## src/rtl/intxn_phase_sched.sv

```systemverilog
// Phase scheduler for the highway/side-road intersection: shares green time between
// the E/W car sensor, the pedestrian button and the emergency pre-empt, with its own 1 s time base.
module intxn_phase_sched #(
  parameter int CLK_PER_SEC = 50000000,
  parameter int MIN_GREEN   = 10,
  parameter int YELLOW_SEC  = 2,
  parameter int ALL_RED_SEC = 1,
  parameter int SIDE_GREEN  = 5,
  parameter int WALK_SEC    = 6
) (
  input  logic       clk,
  input  logic       reset,
  input  logic       car,
  input  logic       ped,
  input  logic       emerg,
  output logic [5:0] lights,
  output logic       walk,
  output logic [2:0] phase,
  output logic       sec_tick
);

  localparam int PW = (CLK_PER_SEC > 1) ? $clog2(CLK_PER_SEC) : 1;
  localparam logic [PW-1:0] PRESC_MAX = PW'(CLK_PER_SEC - 1);
  localparam logic [5:0] SEC_MAX  = 6'd63;
  localparam logic [5:0] MIN_SEC  = 6'(MIN_GREEN);
  localparam logic [5:0] MIN_LAST = 6'(MIN_GREEN - 1);
  localparam logic [5:0] YEL_LAST = 6'(YELLOW_SEC - 1);
  localparam logic [5:0] AR_LAST  = 6'(ALL_RED_SEC - 1);
  localparam logic [5:0] EW_LAST  = 6'(SIDE_GREEN - 1);
  localparam logic [5:0] WK_LAST  = 6'(WALK_SEC - 1);

  typedef enum logic [2:0] {
    NS_G  = 3'd0,
    NS_Y  = 3'd1,
    ALL_R = 3'd2,
    EW_G  = 3'd3,
    EW_Y  = 3'd4,
    WALK  = 3'd5
  } state_t;

  state_t        state_reg, state_next;
  logic [5:0]    lights_reg, lights_next;
  logic          walk_reg, walk_next;
  logic [PW-1:0] presc_reg;
  logic [5:0]    sec_reg;
  logic [1:0]    pend_reg;   // [0] = car_p, [1] = ped_p
  logic [1:0]    pend_req;
  logic [1:0]    pend_clr;
  logic          entering;
  logic          legal;
  logic          min_met, done_yel, done_ar, done_ew, done_wk;

  assign sec_tick = (presc_reg == PRESC_MAX);
  assign entering = (state_next != state_reg);

  // The last tick of the minimum green counts as met so NS_G lasts exactly MIN_GREEN seconds.
  assign min_met  = (sec_reg >= MIN_SEC) || (sec_tick && (sec_reg == MIN_LAST));
  assign done_yel = sec_tick && (sec_reg == YEL_LAST);
  assign done_ar  = sec_tick && (sec_reg == AR_LAST);
  assign done_ew  = sec_tick && (sec_reg == EW_LAST);
  assign done_wk  = sec_tick && (sec_reg == WK_LAST);

  // State and registered outputs
  always_ff @(posedge clk) begin
    if (reset) begin
      state_reg  <= NS_G;
      lights_reg <= 6'b100001;
      walk_reg   <= 1'b0;
    end else begin
      state_reg  <= state_next;
      lights_reg <= lights_next;
      walk_reg   <= walk_next;
    end
  end

  always_comb begin
    state_next = state_reg;
    case (state_reg)
      NS_G:  if (min_met && (pend_reg[0] || pend_reg[1]) && !emerg) state_next = NS_Y;
      NS_Y:  if (done_yel) state_next = ALL_R;
      ALL_R: if (done_ar) begin
               if (emerg)            state_next = NS_G;
               else if (pend_reg[1]) state_next = WALK;
               else                  state_next = EW_G;
             end
      EW_G:  if (emerg || done_ew) state_next = EW_Y;
      EW_Y:  if (done_yel) state_next = NS_G;
      WALK:  if (done_wk) state_next = (pend_reg[0] && !emerg) ? EW_G : NS_G;
      default: state_next = NS_G;
    endcase
  end

  // Outputs are decoded from the next state so they land on the same edge as the state.
  always_comb begin
    lights_next = 6'b001001;
    walk_next   = 1'b0;
    case (state_next)
      NS_G:  lights_next = 6'b100001;
      NS_Y:  lights_next = 6'b010001;
      ALL_R: lights_next = 6'b001001;
      EW_G:  lights_next = 6'b001100;
      EW_Y:  lights_next = 6'b001010;
      WALK:  begin
               lights_next = 6'b001001;
               walk_next   = 1'b1;
             end
      default: lights_next = 6'b001001;
    endcase
  end

  // Timers restart on every state entry; sec saturates rather than wrapping.
  always_ff @(posedge clk) begin
    if (reset || entering) begin
      presc_reg <= '0;
      sec_reg   <= '0;
    end else if (sec_tick) begin
      presc_reg <= '0;
      if (sec_reg != SEC_MAX) sec_reg <= sec_reg + 6'd1;
    end else begin
      presc_reg <= presc_reg + PW'(1);
    end
  end

  assign pend_req = {ped, car};
  assign pend_clr = {(state_next == WALK) && (state_reg != WALK),
                     (state_next == EW_G) && (state_reg != EW_G)};

  generate
    for (genvar gi = 0; gi < 2; gi++) begin : g_pend
      always_ff @(posedge clk) begin
        if (reset) pend_reg[gi] <= 1'b0;
        else       pend_reg[gi] <= (pend_reg[gi] & ~pend_clr[gi]) | pend_req[gi];
      end
    end
  endgenerate

  // Encodings 6/7 show all-red until the next edge returns to NS_G.
  assign legal  = (state_reg <= WALK);
  assign lights = legal ? lights_reg : 6'b001001;
  assign walk   = legal & walk_reg;
  assign phase  = state_reg;

endmodule

```

## config.mk

```make
export PLATFORM = sky130hd
export DESIGN_NAME = intxn_phase_sched
export DESIGN_NICKNAME = d
export VERILOG_FILES = /design/src/rtl/intxn_phase_sched.sv
export SDC_FILE = /design/constraint.sdc
export NUM_CORES = 1
export LEC_CHECK = 0
export BUFFER_PORTS_ARGS = -buffer_cell sky130_fd_sc_hd__buf_2
export CORE_MARGIN = 1
export CORE_UTILIZATION = 40
export DETAILED_ROUTE_END_ITERATION = 6
export GPL_ROUTABILITY_DRIVEN = 0
export SLEW_MARGIN = 20
export SYNTH_ARGS = -nofsm -noshare
export SYNTH_HDL_FRONTEND = slang
export SYNTH_SLANG_ARGS = --single-unit
```

## constraint.sdc

```tcl
create_clock -name clk -period 3 [get_ports clk]
set_clock_uncertainty 0.15 [all_clocks]
set_input_delay 0.45 -clock clk [delete_from_list [all_inputs] [get_ports clk]]
set_output_delay 0.45 -clock clk [all_outputs]
set_load 0.01 [all_outputs]
```

==> flow_metrics.tcl, run 1 <==
set metrics [dict create \
    busiest_layer "met2" \
    vias 2175 \
    worst_pin_slew_ns 0.7642 \
    worstReg2RegEnd "presc_reg[19]" \
    portBuffers 15 \
    endpoint_kind "flip-flop" \
    rows 28 \
    r2r_start "presc_reg[0]" \
    period_needed_ns 2.885 \
    p_int_mw 0.8089 \
    die_y_microns 81.67 \
    htree_levels 2 \
    finalCritPeriodShare 0.9617 \
    crit_path_start_kind "flip-flop" \
    crit_type "reg -> reg" \
    tritoncts "built" \
    rrSetupSlack_ns 0.12 \
    avgRoutedWirePerCell_microns 15.56 \
    synth_edf_count 0 \
    crit_start "presc_reg[0]" \
    rsz0062_at_grt "false" \
    power.share.clock 0.386 \
    p_switching_mw 0.2189 \
    yosysTopAreaCellShare 0.3470 \
    synthFlopType "dfxtp_1" \
    multi_input_area_sq_um 1662 \
    synth_most_common_cell "dfxtp_1" \
    grt_antenna_before_repair 0 \
    grt_pass1_vias 2052 \
    avgViaCountPerCell 5.709 \
    track_usage 0.1956 \
    p_leak_nw 1.030 \
    fin_tns_setup_ns 0 \
    syn_inst 273 \
    post-route-drc-count 0 \
    dpl-instance-area_sq_um 2815 \
    slew_headroom 0.4905 \
    pwr-share-seq 0.579 \
    synthArstFlopShare 0 \
    cts_buffers 5 \
    ff_latch_area_sq_um 884.6 \
    ys_ff_latch 44 \
    hold_viol 0 \
    boundaryPins 16 \
    fillers 577 \
    rr_worst_depth 8 \
    final_cell_area_sq_um 3030 \
    met3_usage 0.03667 \
    netlist_area_sq_um 2539 \
    synth_top_area_cell "dfxtp_1" \
    nNetsFinal 316 \
    clk_latency_ns 0.29 \
    largest_register_ffs 26 \
    critical_path_arrival_ns 2.94 \
    areaGrowthSynthToFinish_pct 19.37 \
    grt_overflow 0 \
    power_density_nw_per_um2 339.2 \
    wirelength_microns 5927 \
    netSwitchingFraction 0.2130 \
    endpoint "presc_reg[19]" \
    synth_cell_type_count 45 \
    die_area_sq_um 6669 \
    hp-class "in -> reg" \
    clkTransAtPathRegs_ns 0.08 \
    combPwrFrac 0.036 \
    synth_area_per_cell_sq_um 9.299 \
    drive_gt1_frac 0.3235 \
    status "finished, final reports clean" \
    cts_hold_buf 0 \
    grt_max_degree 33 \
    synth_common_cells "dfxtp_1 (44), nor4_2 (27), nor2_1 (21)" \
    required_ns 3.06 \
    ys_top_cells_by_area "dfxtp_1 (35%), nor4_2 (13%), xor2_1 (5.2%)" \
    max_freq_mhz 346.6 \
    start_util 0.4213 \
    ant_nets 0 \
    met1_usage 0.2622 \
    yosysWarnings 0 \
    worstPathMaxFanout 8 \
    drv_cap 0 \
    clock-sinks 44 \
    syn-num-nets 283 \
    setup_viol 0 \
    cts-root-buf "clkbuf_8" \
    drv_slew 0 \
    drtIter0Drc 118 \
    grt_first_pass_wirelength_microns 10010 \
    diodes 0 \
    core_sq_um 6026 \
    grt_util_met2 0.3075 \
    die_w_microns 81.67 \
    dr.pass1.iters 4 \
    vdd_ir_drop_max_mv 0.2218 \
    place.detailed.hpwl_microns 3886 \
    cts_buffer_depth 2 \
    ys_seq_area_frac 0.3470 \
]
## per-stage QoR
step,total power [mW],utilization,setup slack [ns],hold WS (ns),std cells
finish,1.028,0.5029,0.1150,0.2408,381
floorplan,0.6299,-,0.007795,0.3118,273
CTS,1.035,0.4877,0.01033,0.2311,379
global route,1.077,0.5029,0.02577,0.2395,381
global placement,0.6420,0.4672,0.06800,0.3540,371
detailed placement,0.6420,0.4672,-0.04637,0.3447,371
## power by group through the flow
| stage | combinational (mW) | clock (mW) | sequential [mW] |
|---|---|---|---|
| 6_report | 0.0366 | 0.396 | 0.595 |
| 5_1_grt | 0.0407 | 0.441 | 0.596 |
| 4_1_cts | 0.0348 | 0.407 | 0.593 |
| 3_5_place_dp | 0.0347 | 0 | 0.607 |
| 3_3_place_gp | 0.0348 | 0 | 0.607 |
| 2_1_floorplan | 0.0229 | 0 | 0.607 |
## repair_timing
action / CTS / global route
setup buffers: 0 / 0
setup endpoints to repair: 32 / 34
gates cloned: 1 / 2
pin swaps: 1 / 4
resized for setup: 3 / 14
## per-layer routing
| layer | share of wire | up-vias | routed length (microns) |
|---|---|---|---|
| li1 | - | 1066 | - |
| met1 | 0.49 | 1054 | 2877 |
| met2 | 0.47 | 47 | 2764 |
| met3 | 0.036 | 8 | 212 |
| met4 | 0.012 | 0 | 74 |
| met5 | 0 | - | 0 |
## kinds of logic (layout without fill, tap and decap cells)
logic type / count (synthesis) / count (layout) / synth area share
multiplexers: 1 / 1 / 0.003943
flip-flops: 44 / 44 / 0.3470
buffers and inverters: 23 / 53 / 0.05027
AND/OR/NAND/NOR: 152 / 152 / 0.4199
XOR/XNOR: 28 / 28 / 0.09660
AO/OA/AOI/OAI: 20 / 23 / 0.05766
adder cells (fa/ha/maj): 5 / 5 / 0.02464
## final cells by class
cell class | count | share of cell area
clock buffer | 7 | 0.03179
inverter | 7 | 0.008671
multi-input combinational | 209 | 0.5483
sequential | 44 | 0.2919
tap | 75 | 0.03097
timing repair buffer | 39 | 0.08836
## worst min-delay path by stage
stage | depth (start not counted) | slack [ns] | end | start
6_report | 3 | 0.24 | pend_reg[0] | car
2_1_floorplan | 2 | 0.31 | pend_reg[0] | pend_reg[0]
3_3_place_gp | 2 | 0.35 | pend_reg[0] | pend_reg[0]
4_1_cts | 3 | 0.23 | pend_reg[0] | car
5_1_grt | 3 | 0.24 | pend_reg[1] | ped
3_5_place_dp | 2 | 0.34 | pend_reg[0] | pend_reg[0]
## placed cells by master (no fill, tap or decap), drive strengths merged, types with 10 or more instances in the layout
cell / count
buf: 39
dfxtp: 44
nor4: 32
nand3: 11
xnor2: 13
nand2: 15
and2: 10
nor3: 10
nor2: 21
nand4: 10
xor2: 15
## critical path, stage by stage (launching register included)
cell     delay, ns
dfxtp_2       0.37
ha_4          0.15
nand3_2       0.08
or4_4         0.51
or4_4         0.54
o211a_1       0.18
and3b_2       0.27
a21o_4        0.30
nor4_2        0.25
Note: power is estimated with default switching activity, not from simulation.
==> run 2: changes to the inputs <==
--- a/config.mk
+++ b/config.mk
@@ -5,11 +5,13 @@
 export SDC_FILE = /design/constraint.sdc
 export NUM_CORES = 1
 export LEC_CHECK = 0
+export ABC_AREA = 1
 export BUFFER_PORTS_ARGS = -buffer_cell sky130_fd_sc_hd__buf_2
 export CORE_MARGIN = 1
 export CORE_UTILIZATION = 40
 export DETAILED_ROUTE_END_ITERATION = 6
 export GPL_ROUTABILITY_DRIVEN = 0
+export MAX_ROUTING_LAYER = met4
 export SLEW_MARGIN = 20
 export SYNTH_ARGS = -nofsm -noshare
 export SYNTH_HDL_FRONTEND = slang
==> run 2 against run 1 <==
Net effect:
- the run now ends with design-rule violations left
- power increased by 6.5%
- largest cell class unchanged
- synthesized area grew 8.4%
- setup slack improved by 0.45 ns
- maximum frequency grew 18%
- synthesized cell count is 34% higher
==> flow_metrics.tcl, run 2 <==
set metrics [dict create \
    status "finished with violations" \
    violations "design-rule violations" \
    final_cell_area_sq_um 3007 \
    dr.pass1.iters 6 \
    slowest_stage "dfxtp_1" \
    track_usage 0.1678 \
    start_util 0.4238 \
    clkTransAtPathRegs_ns 0.08 \
    fillers 661 \
    rows 29 \
    mostFrequentLayoutCell "inv_1" \
    synth_most_common_cell "inv_1" \
    cts_buffer_depth 2 \
    worstPathMaxFanout 26 \
    required_ns 3.04 \
    synth_edf_count 0 \
    crit_family "simple AND/OR/NAND/NOR gates" \
    slew_headroom 0.5903 \
    crit_type "reg -> reg" \
    drv_slew 0 \
    synth_area_per_cell_sq_um 7.500 \
    cts.repair.resized 0 \
    p_leak_nw 1.240 \
    vdd_ir_drop_max_mv 0.1666 \
    grt_first_pass_wirelength_microns 9542 \
    wirelength_microns 5227 \
    ant_nets 0 \
    yosysWarnings 0 \
    avgRoutedWirePerCell_microns 11.24 \
    grt_antenna_before_repair 0 \
    grt_overflow 0 \
    portBuffers 15 \
    cts-root-buf "clkbuf_8" \
    ys_seq_area_frac 0.3200 \
    tritoncts "built" \
    htree_levels 2 \
    cts_hold_buf 0 \
    synth_top_area_cell "dfxtp_1" \
    synthFlopType "dfxtp_1" \
    cts_buffers 5 \
    layout_common_cells "inv_1 (62), nand2_1 (57), nor2_1 (48), dfxtp_1 (44), nor2_4 (24)" \
    p_total_mw 1.095 \
    cts_setup_buffers 0 \
    nNetsFinal 397 \
    dpl-instance-area_sq_um 2899 \
    syn-num-nets 377 \
    diodes 0 \
    post-route-drc-count 1 \
    hp-class "in -> reg" \
    clk_latency_ns 0.30 \
    max_freq_mhz 410.0 \
    fin_tns_setup_ns 0 \
    syn_inst 367 \
    die_area_sq_um 7217 \
    cp_slowest_stage_delay_ns 0.41 \
    hold_viol 0 \
    areaGrowthSynthToFinish_pct 9.227 \
    finalCritPeriodShare 0.8130 \
    boundaryPins 16 \
    synth_common_cells "inv_1 (62), nand2_1 (57), nor2_1 (48)" \
    place.detailed.hpwl_microns 4036 \
    setup_viol 0 \
    largest_register_ffs 26 \
    multi_input_area_sq_um 1587 \
    period_needed_ns 2.439 \
    crit_buf_inv 2 \
    die_w_microns 84.96 \
    cp_cell_sequence "ha_1 > nand3_4 > inv_1 > nand2_1 > nor2_1 > nand3_2 > nand2_2 > nand3_4 > o21ai_0 > nand2_2 > nand4_4 > buf_12 > nor2_1" \
    rr_worst_depth 13 \
    synthArstFlopShare 0 \
    clock-sinks 44 \
    drtIter0Drc 61 \
    avgViaCountPerCell 4.785 \
    worst_pin_slew_ns 0.6089 \
    power_density_nw_per_um2 364.0 \
    ff_latch_area_sq_um 880.8 \
    endpoint_kind "flip-flop" \
    holdPathStages 3 \
    ys_top_cells_by_area "dfxtp_1 (32%), nor2_4 (9.8%), inv_1 (8.5%)" \
    crit_cells 13 \
    core_sq_um 6495 \
    rsz0062_at_grt "false" \
    yosysTopAreaCellShare 0.3200 \
    ys_ff_latch 44 \
    vias 2225 \
    drive_gt1_frac 0.2165 \
    die_y_microns 84.96 \
    grt_max_degree 27 \
    synth_cell_type_count 29 \
    crit_path_start_kind "flip-flop" \
    grt_pass1_vias 2199 \
    netlist_area_sq_um 2753 \
    critical_path_arrival_ns 2.48 \
    drv_cap 0 \
    postLayoutCoreUtil 0.4629 \
]
[run 2: changes by cell type in the layout (fill, tap and decap cells not counted), moves of 23 or more]
cell	before	now
buf_4	23	0
nor4_2	27	0
inv_1	6	62
nor2_4	0	24
nor2_1	20	48
nand2_1	15	57
[run 2: report_power, final]
part	switching, mW	internal (mW)
Combinational	0.0294	0.0159
Sequential	0.00576	0.589
Clock	0.207	0.247
[run 2: metal layers]
layer	vias up	global-route usage	part of all wire
li1	1175	-	-
met1	1014	0.2064	0.50
met2	25	0.2639	0.46
met3	11	0.04475	0.022
met4	0	0.06163	0.016
met5	-	-	0
[run 2: cell type report]
| class | instances | area share |
|---|---|---|
| clock buffer | 6 | 0.02414 |
| clock inverter | 2 | 0.01165 |
| inverter | 64 | 0.07990 |
| multi-input combinational | 256 | 0.5277 |
| sequential | 44 | 0.2930 |
| tap | 77 | 0.03204 |
| timing repair buffer | 16 | 0.03163 |
[run 2: through the flow]
step | cells | setup WS (ns) | hold WS [ns]
after CTS | 465 | 0.5506 | 0.2007
after global placement | 457 | 0.6255 | 0.3048
final | 465 | 0.5611 | 0.2043
after floorplan | 367 | 0.8333 | 0.2962
after detailed placement | 457 | 0.5693 | 0.3176
after global routing | 465 | 0.3167 | 0.2095
[run 2: worst register-to-register path: cells and delay by family, from the launching register on]
family	cells	cell delay [ns]
adders and majority gates	1	0.25
and+or+nand+nor	9	0.99
AOI/OAI and AO/OA	1	0.19
buffers and inverters	2	0.35
DFF	1	0.41
[run 2: path summary, 6_finish.rpt]
path / startpoint / slack (ns) / endpoint
setup reg to reg: presc_reg[0] / 0.56 / presc_reg[13]
hold / removal: ped / 0.20 / pend_reg[1]
setup / recovery: presc_reg[0] / 0.56 / presc_reg[13]
hold reg to reg: presc_reg[0] / 0.34 / presc_reg[0]
[run 2: logic make-up (layout without fill, tap and decap cells)]
family / after synthesis / after routing / synth area share
buffers and inverters: 67 / 88 / 0.1036
AND/OR/NAND/NOR: 212 / 212 / 0.4473
XOR/XNOR: 25 / 25 / 0.07955
adder cells (fa/ha/maj): 5 / 5 / 0.02273
AO/OA/AOI/OAI: 14 / 14 / 0.02682
flip-flops: 44 / 44 / 0.3200
